## config.mk

```make
export PLATFORM = sky130hd
export DESIGN_NAME = mem_arbiter
export DESIGN_NICKNAME = d
export VERILOG_FILES = /design/src/rtl/mem_arb_pkg.sv /design/src/rtl/mem_arbiter_rr_arb2.sv /design/src/rtl/mem_arbiter.sv
export SDC_FILE = /design/constraint.sdc
export NUM_CORES = 1
export LEC_CHECK = 0
export CORE_AREA = 2 2 116 118
export DETAILED_ROUTE_END_ITERATION = 8
export DIE_AREA = 0 0 118 120
export SLEW_MARGIN = 25
export SYNTH_ARGS = -nofsm -noshare
export SYNTH_HDL_FRONTEND = slang
export SYNTH_SLANG_ARGS = --single-unit
```

## constraint.sdc

```tcl
create_clock -name clk -period 1.7 [get_ports clk]
set_input_delay 0.34 -clock clk [delete_from_list [all_inputs] [get_ports clk]]
set_output_delay 0.34 -clock clk [all_outputs]
set_load 0.005 [all_outputs]
```

## src/rtl/mem_arb_pkg.sv

```systemverilog
// Shared types and constants for the unified-memory arbiter and boot sequencer.
package mem_arb_pkg;

  typedef enum logic [1:0] {
    BOOT  = 2'd0,
    DRAIN = 2'd1,
    RUN   = 2'd2
  } state_t;

  localparam int unsigned PORT_CPU = 0;
  localparam int unsigned PORT_LDR = 1;
  localparam int unsigned NPORTS   = 2;

endpackage

```

## src/rtl/mem_arbiter_rr_arb2.sv

```systemverilog
// Combinational two-way round-robin picker producing a one-hot grant.
module rr_arb2
  import mem_arb_pkg::*;
(
  input  logic [NPORTS-1:0] req,
  input  logic              last,
  input  logic [NPORTS-1:0] en,
  output logic [NPORTS-1:0] gnt
);

  logic [NPORTS-1:0] elig;

  // On a tie the port not granted last wins.
  always_comb begin
    elig = req & en;
    gnt  = elig;
    if (elig == 2'b11) begin
      gnt           = '0;
      gnt[PORT_CPU] = last;
      gnt[PORT_LDR] = ~last;
    end
  end

endmodule

```

## src/rtl/mem_arbiter.sv

```systemverilog
// Shares one synchronous-read memory between the CPU (port 0) and the loader (port 1),
// holding the CPU off during boot and arbitrating round-robin afterwards.
module mem_arbiter
  import mem_arb_pkg::*;
#(
  parameter int unsigned ADDR_W = 32,
  parameter int unsigned DATA_W = 32
) (
  input  logic              clk,
  input  logic              reset,
  input  logic              req0,
  input  logic              req1,
  input  logic              we0,
  input  logic              we1,
  input  logic [ADDR_W-1:0] addr0,
  input  logic [ADDR_W-1:0] addr1,
  input  logic [DATA_W-1:0] wdata0,
  input  logic [DATA_W-1:0] wdata1,
  output logic              gnt0,
  output logic              gnt1,
  output logic              rvalid0,
  output logic              rvalid1,
  output logic [DATA_W-1:0] rdata0,
  output logic [DATA_W-1:0] rdata1,
  input  logic              boot_done,
  output logic              cpu_hold,
  output logic              mem_re,
  output logic              mem_we,
  output logic [ADDR_W-1:0] mem_addr,
  output logic [DATA_W-1:0] mem_wdata,
  input  logic [DATA_W-1:0] mem_rdata
);

  state_t            state;
  state_t            state_nxt;
  logic              last;
  logic              rd_pend;
  logic              rd_own;
  logic [NPORTS-1:0] en;
  logic [NPORTS-1:0] gnt;

  always_ff @(posedge clk) begin
    if (reset) state <= BOOT;
    else       state <= state_nxt;
  end

  // DRAIN issues no grants, so the only read it can see is the one returning
  // this cycle; nothing is outstanding afterwards.
  always_comb begin
    state_nxt = state;
    case (state)
      BOOT:    if (boot_done) state_nxt = DRAIN;
      DRAIN:   state_nxt = RUN;
      RUN:     state_nxt = RUN;
      default: state_nxt = BOOT;
    endcase
  end

  always_comb begin
    en       = '0;
    cpu_hold = 1'b1;
    case (state)
      BOOT:    en[PORT_LDR] = 1'b1;
      RUN: begin
        en       = '1;
        cpu_hold = 1'b0;
      end
      default: en = '0;
    endcase
    if (reset) begin
      en       = '0;
      cpu_hold = 1'b1;
    end
  end

  rr_arb2 u_rr_arb2 (
    .req  ({req1, req0}),
    .last (last),
    .en   (en),
    .gnt  (gnt)
  );

  assign gnt0 = gnt[PORT_CPU];
  assign gnt1 = gnt[PORT_LDR];

  always_comb begin
    mem_re    = 1'b0;
    mem_we    = 1'b0;
    mem_addr  = '0;
    mem_wdata = '0;
    if (gnt[PORT_LDR]) begin
      mem_re    = ~we1;
      mem_we    = we1;
      mem_addr  = addr1;
      mem_wdata = wdata1;
    end else if (gnt[PORT_CPU]) begin
      mem_re    = ~we0;
      mem_we    = we0;
      mem_addr  = addr0;
      mem_wdata = wdata0;
    end
  end

  always_ff @(posedge clk) begin
    if (reset) begin
      last    <= 1'b0;
      rd_pend <= 1'b0;
      rd_own  <= 1'b0;
    end else begin
      rd_pend <= mem_re;
      if (|gnt) begin
        last   <= gnt[PORT_LDR];
        rd_own <= gnt[PORT_LDR];
      end
    end
  end

  // Read return is steered to the owning port; the other port sees zero.
  assign rvalid0 = ~reset & rd_pend & ~rd_own;
  assign rvalid1 = ~reset & rd_pend & rd_own;
  assign rdata0  = rvalid0 ? mem_rdata : DATA_W'(0);
  assign rdata1  = rvalid1 ? mem_rdata : DATA_W'(0);

endmodule

```

Yosys cells after proc, flatten, opt, wreduce, memory -nomap -nowiden. Cells that the tools add are included.

Register bits after elaboration: 4. Bits in latches: 0. Memory bits (writable): 0. ROM bits: 0. Input bits: 167. Output and inout port bits: 135. Logic and storage cells: 37. Memories kept: 0.

$add $sub $neg: 0. $mul: 0. Div/mod/pow operators: 0. Order comparisons: 0. Equal/unequal tests: 4. Shift operators: 0. Mux-type cells: 18. Bitwise gates (word level): 8. Reduce and logical (&&, ||, !) cells: 4.

Operator list (count): $mux 32 (6); $mux 1 (8); $mux 2 (3); $reduce_or 2->1 (3); $eq 2x2->1 const B (2); $not 1->1 (4); $pmux 2 s2 (1); $and 1x1->1 (3); $and 2x2->2 (1); $eq 2x1->1 const B (1); $logic_not 2->1 (1); $ne 2x2->1 const B (1).

Longest topological paths before layout.
Depth in word-level cells: 9. Gate-level depth with buffers: 7. Gate-level depth less buffers: 5.

Modules after synthesis. From an unflattened synthesis, not the netlist that was laid out.

Cell total of the unflattened synthesis: 222. Area, all modules: 1441.4 µm².

By module, submodules not included: mem_arbiter (times used 1, cells each 219, area an instance 1421.4 µm², sequential area each 80.1 µm²); rr_arb2 (times used 1, cells each 3, area an instance 20.0 µm², sequential area each 0.0 µm²).

Worst setup path after synthesis. Ideal clock, no wire load.

Path kind: reg2out. Start: reg state[0]. End: out mem_addr[0]. Data arrival time: 1420 ps. Data required time: 1360 ps. Path slack: -60 ps. Cell stages (with the launch flop): 8. Buffers on the path: 2. Cell sequence: dfxtp_1 > inv_1 > ha_1 > nand2_1 > nor3_2 > buf_2 > buf_2 > a22o_1.

Longest elaborated chain between the ends: 9. Elaborated cells between the ends (all ways): 11. Classes of those cells: eq/ne: 2; mux: 6; bitwise: 1; reduce/logical: 2.

RTL lines: start, declared (RTL line mem_arbiter.sv:34) `state_t state;`; start signal, assigned (RTL line mem_arbiter.sv:44) `else state <= state_nxt;`; $eq 2x2->1 / $logic_not 2->1 (equally long branches) (RTL line mem_arbiter.sv:62) `case (state)`; $reduce_or 2->1 (no source line); $mux 1 (RTL line mem_arbiter.sv:62); $mux 2 (*) (RTL line mem_arbiter.sv:70) `if (reset) begin`; $and 2x2->2 (*) (RTL line mem_arbiter_rr_arb2.sv:15) `elig = req & en;`; $eq 2x2->1 (RTL line mem_arbiter_rr_arb2.sv:17) `if (elig == 2'b11) begin`; $mux 2 (*) (RTL line mem_arbiter_rr_arb2.sv:17); $mux 32 (RTL line mem_arbiter.sv:96) `end else if (gnt[PORT_CPU]) begin`; $mux 32 (*) (RTL line mem_arbiter.sv:91) `if (gnt[PORT_LDR]) begin`; end, declared (RTL line mem_arbiter.sv:29) `output logic [ADDR_W-1:0] mem_addr,`.

Mark *: on every way between the ends. The rest lies on a longest branch, timed or not.

Final worst setup path.
Start: reg state[0]. End: out mem_addr[10].

The elaborated chain is that of the path after synthesis.

==> metrics.md <==
| Metric | Value |
|---|---|
| Pwr/cell area | `308 mW/mm²` |
| Met3 GRT Util | `about 2.9%` |
| Post-synth net total | `approximately 350` |
| Failing checks | `negative setup slack` |
| Relative max-transition margin | `85.5%` |
| Wirelength, routed | `12,900 µm` |
| Syn Std Cell Area | `0.00133 mm²` |
| Max Clk Rate | `460 MHz` |
| Cell count after synthesis | `179` |
| Critical Path RT | `about 1.4 ns` |
| FF+latch count, synth | `4` |
| Synth Area in Compound Gates | `about 45%` |
| Int Power | `1.22 mW` |
| Pre-CTS setup slack | `-1.01 ns` |
| CTS Hold Bufs | `0` |
| Status | `finished with violations` |
| DRC viols | `0` |
| Port Buf Inserts | `301` |
| Antenna-violating nets left | `0` |
| Vias/cell | `4.17` |
| Clock Tree Buf Depth | `2` |
| Slew at the pin with the worst max-slew slack | `0.216 ns` |
| GPL Wtd Cong | `0.793` |
| First-pass GRT wire length | `17,600 µm` |
| Synth Area in Simple Gates | `between 30% and 40%` |
| Worst-path clk slew | `0.03 ns` |
| Filler Cell Count | `about 1,300` |
| Final period utilization | `128%` |
| Final HPWL DP | `8680 µm` |
| Die X | `approximately 120 µm` |
| Final hold slack | `0.520 ns` |
| DR iter-0 viols | `74` |
| GRT busiest layer | `met2` |
| N_diodes | `0` |
| Clock Power Share | `between 20% and 30%` |
| Initial antenna violation count | `0` |
| Total chip power | `1.70 mW` |
| Final min period | `2.17 ns` |
| Combinational power share | `70.9%` |
| RSZ-0062 raised after global routing | `yes` |
| Type of the worst min-delay path | `reg2reg` |
| CP max stage cell | `dfxtp_2` |
| Vias | `2,972` |
| Post-Synth XOR/XNOR Area | `0%` |
| Largest net degree at the start of global routing | `22` |
| Worst IR Drop VDD | `0.351 mV` |
| Leak pwr | `2.58 nW` |
| Drt pass-1 iters | `4` |
| Final setup vio count | `between 100 and 150` |
| Die area | `roughly 0.014 mm²` |
| Number of max-cap violations | `0` |
| Worst setup path category | `reg2out` |
| Io pins | `302` |
| Vias in the first global route | `3,088` |
| Clock skew | `0.000213 ns` |
| Top cell by count, worst path | `buf_12` |
| Sequential element share of the synthesized area | `6.01%` |
| Max stage delay on crit path | `0.34 ns` |
| Overflow after GRT | `0` |
| Initial Util | `10.3%` |
| Total track usage | `between 10% and 20%` |
| Met2 Usage GRT | `29.6%` |
| Endpoints failing hold | `0` |
| Met1 usage | `18.4%` |
| Synth Warn # | `0` |
| Final setup margin | `-0.474 ns` |
| Switching power | `between 400 and 500 µW` |
| Cell row count | `42` |
| TritonCTS sink count | `4` |
| Fraction of layout cells with a size suffix above 1 | `53.2%` |
| Nets | `707` |
| Total negative slack | `-35.84 ns` |
| Commonest non-fill, non-tap cells in the layout | `clkdlybuf4s50_1 (163), buf_6 (95), buf_2 (69)` |
| Critical Path, Cell by Cell | `inv_4 > ha_4 > o21ai_4 > a311oi_4 > buf_6 > buf_12 > buf_12 > a22o_1 > buf_2` |
| Total CTS buffers | `3` |
| Worst Path Arrival | `1.83 ns` |
| Root Driver | `clkbuf_16` |
| Syn-to-layout area delta | `314%` |
| Adder-cell share of the synthesized area | `1.88%` |
| Skew-Pair Late Insertion Delay | `0.23 ns` |
| Crit end category | `primary output` |
| CP Max Fanout | `9` |
| Avg WL per Cell | `18.1 µm` |
| Sequential Power Share | `7.2%` |
| Placeable Area | `around 0.013 mm²` |
| Syn Area/Cell | `between 7 and 8 µm²` |
| Net Sw Frac | `between 20 and 30%` |
| Mux cell area share after synthesis | `1.50%` |
| Largest family of logic cells by synthesized area | `compound AO/OA/AOI/OAI gates` |
| Die height | `around 120 µm` |
| Most common cell after layout, fill and taps aside | `clkdlybuf4s50_1` |
| Fin. max-slew vios | `0` |
| Startpoint types | `register` |
| CTS tree | `done` |
| CTS H-tree depth | `1` |
| Synth cell types | `22` |
==> worst max-delay path: cells and delay by family (launching register included) <==
family | cells | cell delay, ns
buf+inv | 5 | 0.60
compound gates | 3 | 0.47
flops | 1 | 0.34
fa+ha+maj | 1 | 0.18
==> synthesized netlist by cell type (all sizes together) <==
library cell | number | area [µm²]
and2 | 64 | 400
nor2 | 2 | 7.51
or2 | 1 | 6.26
nand2b | 2 | 12.5
o21ai | 1 | 5.00
nand2 | 2 | 7.51
mux2i | 2 | 20.0
clkbuf | 9 | 33.8
or3 | 1 | 6.26
nor3 | 1 | 10.0
ha | 2 | 25.0
and3b | 1 | 8.76
dfxtp | 4 | 80.1
a22o | 66 | 578
inv | 4 | 15.0
buf | 12 | 75.1
a21oi | 1 | 5.00
nor2b | 1 | 6.26
a311oi | 1 | 15.0
nor3b | 2 | 15.0
==> per-layer routing <==
layer | share of wire (%) | up-vias
li1 | - | 1379
met1 | 39 | 1396
met2 | 53 | 185
met3 | 6.9 | 12
met4 | 1.5 | 0
met5 | 0 | -
==> cells by family (layout without fill, tap and decap cells) <==
logic type	count (synthesis)	after routing
buf+inv	25	382
mux	2	2
simple gates	77	77
compound gates	69	69
fa+ha+maj	2	2
flops	4	4
==> power groups by stage <==
stage	clock network (mW)	registers, mW	logic (mW)
after floorplan	0	0.119	0.298
after detailed placement	0	0.122	1.11
final	0.372	0.122	1.20
after CTS	0.373	0.121	1.18
after global placement	0	0.122	1.10
after global routing	0.386	0.124	1.28
==> cell type report <==
cell class | instances | area [µm²] | share of cell area [%]
multi-input combinational | 150 | 1350 | 24.4
tap | 176 | 220 | 3.99
sequential | 4 | 88.8 | 1.61
timing repair buffer | 375 | 3770 | 68.3
inverter | 4 | 17.5 | 0.318
clock buffer | 3 | 75.1 | 1.36
==> path summary, 6_finish.rpt <==
kind / from / end / slack, ns / cells past startpoint
worst max-delay path: state[0] / mem_addr[10] / -0.47 / 9
worst min-delay path: state[0] / state[0] / 0.52 / 2
worst max register to register: state[0] / rd_pend / 0.14 / 8
worst min register to register: state[0] / state[0] / 0.52 / 2
==> sequential cells by signal (all words and copies together) (netlist names) <==
name     cells
rd_own       1
state        2
rd_pend      1
==> per-stage QoR <==
step / cells / util [%] / area (µm²)
3_5_place_dp: 655 / 36.6 / 4750
5_1_grt: 712 / 42.5 / 5510
4_1_cts: 709 / 39.8 / 5170
2_1_floorplan: 179 / - / 1370
6_report: 712 / 42.5 / 5510
3_3_place_gp: 655 / 36.6 / 4750
==> timing repair <==
item / 4_1_cts / 5_1_grt
endpoints found under the setup margin: 135 / 133
pin swaps: 61 / 26
resized for setup: 634 / 113
setup buffers: 41 / 16
cloned: 12 / 5
(Power assumes the default switching activity.)
==> RTL change 1: new RTL, same flow settings <==
Change the parameter `DATA_W` from 32 to 28.
--- a/src/rtl/mem_arbiter.sv
+++ b/src/rtl/mem_arbiter.sv
@@ -6,3 +6,3 @@
   parameter int unsigned ADDR_W = 32,
-  parameter int unsigned DATA_W = 32
+  parameter int unsigned DATA_W = 28
 ) (
Interface: changed (6 resized); port bits go from 302 to 278. The function was not compared with the original's and may differ.
==> RTL change 1 against the unedited design <==
The run still ends with setup timing left; cell area down 4.8%; setup slack worse by 0.084 ns; routed wire length down 1.7%; sequential share of layout area up 0.081 points; synthesized area down 3.2%; global-route usage down 0.084 points; non-clock buffer count down 26; utilization down 2.0 points; fmax down 3.7%; sequential cell count unchanged; total power up 1.7%; critical path depth unchanged; critical endpoint is now mem_addr[20]; largest cell class unchanged; largest power group unchanged.
==> RTL change 1: results (changes against the unedited design) <==
[outcome]
outcome = complete, but fails checks
violations = setup timing

[critical_path]
worstSetupPathType = flip-flop to output pin
cp.arrival_ns = 1.92  ; +0.09 ns
cp_max_fo = 6  ; -3
timing.rr.start = state[1]

[pwr]
power.leakage_nw = 2.43  ; -5.9%
ir_drop_v = 0.000507  ; +44%

[global_routing]
grt_pass1_wl_um = 17300  ; -1.6%
grt_max_degree = 33  ; +50%
grt_use_total = 0.158  ; -0.000837

[timing]
slew_headroom = 0.821  ; -0.0348
setup_slack_ns = -0.558  ; -0.0842 ns
setup_viol = 122  ; -7.6%
skew_ns = 0.00158  ; +0.00137 ns
fin_tns_setup_ns = -36.09  ; -0.259 ns

[synthesis]
synthTopCellsByArea = a22o_1, and2_1, dfxtp_1
synthesis.nets = 322  ; -7.5%
ys_top_cells_by_count = a22o_1, and2_1, buf_2, buf_6, clkbuf_1
ys_seq_area_frac = 0.0621  ; +0.00198
ys_types = 23  ; +4.5%

[placed_design]
io_buffer_count = 277  ; -8.0%
dpl_cell_area_um2 = 4380  ; -7.6%
place_congestion = 0.860  ; +8.5%
placedCellCount = 614  ; -6.3%
post-place-ws_ns = -0.980  ; +0.0299 ns

[hold_path]
holdCritStartpoint = reset
hold_class = input pin to flip-flop

[route]
wire_per_inst_um = 18.8  ; +3.8%
viasPerCell = 4.20  ; +0.56%
drt_iter0_markers = 99  ; +34%

[finish]
fin_cells = 674  ; -5.3%
nets = 657  ; -7.1%
fill_cells = 1318  ; +5.3%
finalInstanceArea_um2 = 5250  ; -4.8%
layout-drive-gt1-share = 0.540  ; +0.00844

==> RTL change 1: cell types whose count changed in the layout (fill, tap and decap cells not counted), sizes merged <==
cell,unedited run,this run
nand2b,2,1
clkdlybuf4s15,0,3
buf,201,189
clkdlybuf4s50,163,151
clkbuf,10,6
a22o,66,62
and2,64,56
or2b,0,1
dlygate4sd2,3,2
==> RTL change 1: kinds of logic after synthesis <==
logic type	after synthesis	share of synthesized area
AO/OA/AOI/OAI	65	0.455
adder cells (fa/ha/maj)	2	0.0194
buffers and inverters	23	0.109
flip-flops	4	0.0621
multiplexers	2	0.0155
AND/OR/NAND/NOR	69	0.339
==> RTL change 1: final timing paths <==
| check | to | slack (ns) | cells past startpoint |
|---|---|---|---|
| worst max-delay path | mem_addr[20] | -0.56 | 9 |
| worst min-delay path | rd_own | 0.35 | 2 |
| worst max register to register | rd_pend | -0.02 | 9 |
| worst min register to register | state[1] | 0.54 | 2 |
==> RTL change 1: area by class of cell <==
class                   count  share of cell area
clock buffers               3              0.0143
inverters                   4             0.00334
flip-flops and latches      4              0.0169
multi-input cells         138               0.239
repair buffers            349               0.684
well taps                 176              0.0419
==> RTL change 1: layer usage <==
layer	wire length, um	up-vias	track usage
met5	0	-	0
met4	253	0	0.0392
met3	935	19	0.0361
met2	6770	173	0.298
met1	4680	1348	0.179
li1	-	1289	-
==> RTL change 1: worst max-delay path, stage by stage (launching register included) <==
cell       delay [ns]
dfxtp_4          0.36
inv_2            0.04
ha_4             0.16
o21ai_4          0.17
a311oi_4         0.06
buf_12           0.16
bufbuf_16        0.26
buf_4            0.13
a22o_1           0.21
buf_6            0.12
==> RTL change 1: where the power goes <==
group          switching (mW)  leakage, nW  internal [mW]
logic                   0.403         2.35          0.825
registers              0.0122       0.0346          0.110
clock network          0.0728       0.0370          0.301
total                   0.488         2.43           1.24
==> RTL change 1: repair_timing <==
item                       4_1_cts  5_1_grt
pin swaps                       40       27
setup endpoints to repair      123      123
hold endpoints to repair         0        0
cloned                          13        3
gates resized for setup        593       88
buffers inserted                44       11
==> RTL change 2: new RTL, same settings <==
Made on the original files. Encoding of `state_t`: now one-hot (3 bits for 3 states).
--- a/src/rtl/mem_arb_pkg.sv
+++ b/src/rtl/mem_arb_pkg.sv
@@ -3,6 +3,6 @@
 
-  typedef enum logic [1:0] {
-    BOOT  = 2'd0,
-    DRAIN = 2'd1,
-    RUN   = 2'd2
+  typedef enum logic [2:0] {
+    BOOT  = 3'b001,
+    DRAIN = 3'b010,
+    RUN   = 3'b100
   } state_t;
Function: no difference found for any inputs over 10 cycles, from zero or initial values and one cycle with reset high; not proved beyond that.
==> RTL change 2 against the unedited design <==
The run still ends with setup timing left; non-clock buffer count grew 19; utilization grew 9.1 points; global-route usage grew 6.2 points; critical path depth shrank 1; total power grew 7.8%; setup slack gained 0.012 ns; cell area grew 21%; synthesized area grew 82%; routed wire length grew 33%; sequential cell count grew 1; cell count grew 30%; clock skew is essentially flat; largest cell class unchanged.
==> RTL change 2: results (changes against the unedited design) <==
[route]
drt_first_pass_iters = 6  ; +2
wirelength_um = 17200  ; +33%
wire_per_inst_um = 18.5  ; +2.5%
drt_iter0_markers = 195  ; +160%

[finish]
fill_cells = 1269  ; +1.4%
largestRegisters = state: 3 flops, rd_own: 1 flops, rd_pend: 1 flops
nets = 919  ; +30%
layout-drive-gt1-share = 0.402  ; -0.130

[outcome]
violations = setup timing
outcome = complete, but fails checks

[placed_design]
placedCellCount = 868  ; +33%
dpl_cell_area_um2 = 5880  ; +24%
place.detailed.hpwl_um = 11200  ; +29%

[timing]
setup_slack_ns = -0.462  ; +0.0118 ns
setup_viol = 123  ; -6.8%
slew_headroom = 0.805  ; -0.0502
fin_tns_setup_ns = -32.02  ; +3.81 ns

[critical_path]
crit_path_max_incr_delay_ns = 0.36  ; +0.02 ns
rr_worst_depth = 7  ; -1
cpMaxStageDelayCell = dfxtp_4

[synthesis]
syn_inst = 403  ; +130%
ys_seq_area_frac = 0.0412  ; -0.0189

[global_routing]
grt_pass1_wl_um = 25200  ; +44%
grt_use_met1 = 0.264  ; +0.0798
grt_use_total = 0.221  ; +0.0621
grt.met2_usage = 0.410  ; +0.114
grt_max_degree = 46  ; +110%

[pwr]
power.leakage_nw = 3.02  ; +17%
ir_drop_v = 0.000262  ; -25%

==> RTL change 2: through the flow <==
step / utilization / setup slack (ns)
floorplan: - / -0.140
global placement: 0.453 / -1.03
detailed placement: 0.453 / -1.08
CTS: 0.509 / -0.484
global route: 0.515 / -0.555
finish: 0.515 / -0.462
==> RTL change 2: worst paths after layout <==
kind	startpoint	to	slack, ns
worst min-delay path	reset	rd_own	0.28
worst max register to register	state[1]	rd_pend	0.10
worst max-delay path	state[1]	mem_addr[4]	-0.46
worst min register to register	state[1]	state[1]	0.49
==> RTL change 2: final cells by class <==
class | count | area (um2) | share of cell area
Sequential cell | 5 | 108 | 0.0161
Timing Repair Buffer | 394 | 3970 | 0.594
Inverter | 67 | 254 | 0.0380
Clock buffer | 4 | 78.8 | 0.0118
Multi-Input combinational cell | 281 | 2060 | 0.307
Tap cell | 176 | 220 | 0.0329
==> RTL change 2: cell families after synthesis <==
kind of cell	count (synthesis)	synth area share
AO/OA/AOI/OAI	69	0.214
XOR/XNOR	2	0.00721
buffers and inverters	117	0.191
flip-flops	5	0.0412
AND/OR/NAND/NOR	210	0.547
==> RTL change 2: timing repair <==
action	in CTS	in global routing
pin swaps	67	26
endpoints found under the hold margin	0	0
setup buffers	47	5
setup endpoints to repair	136	135
gates resized for setup	677	62
cloned	15	4
==> RTL change 2: metal layers <==
| metal | vias to the layer above | share of wire |
|---|---|---|
| met2 | 246 | 0.51 |
| met4 | 0 | 0.015 |
| met3 | 19 | 0.072 |
| met1 | 2195 | 0.41 |
| met5 | - | 0 |
| li1 | 2233 | - |
==> RTL change 2: power groups by stage <==
stage               clock (mW)  sequential, mW  combinational (mW)
global placement             0           0.138                1.14
floorplan                    0           0.135               0.336
CTS                      0.399           0.139                1.28
finish                   0.392           0.138                1.30
global route             0.410           0.140                1.38
detailed placement           0           0.139                1.15
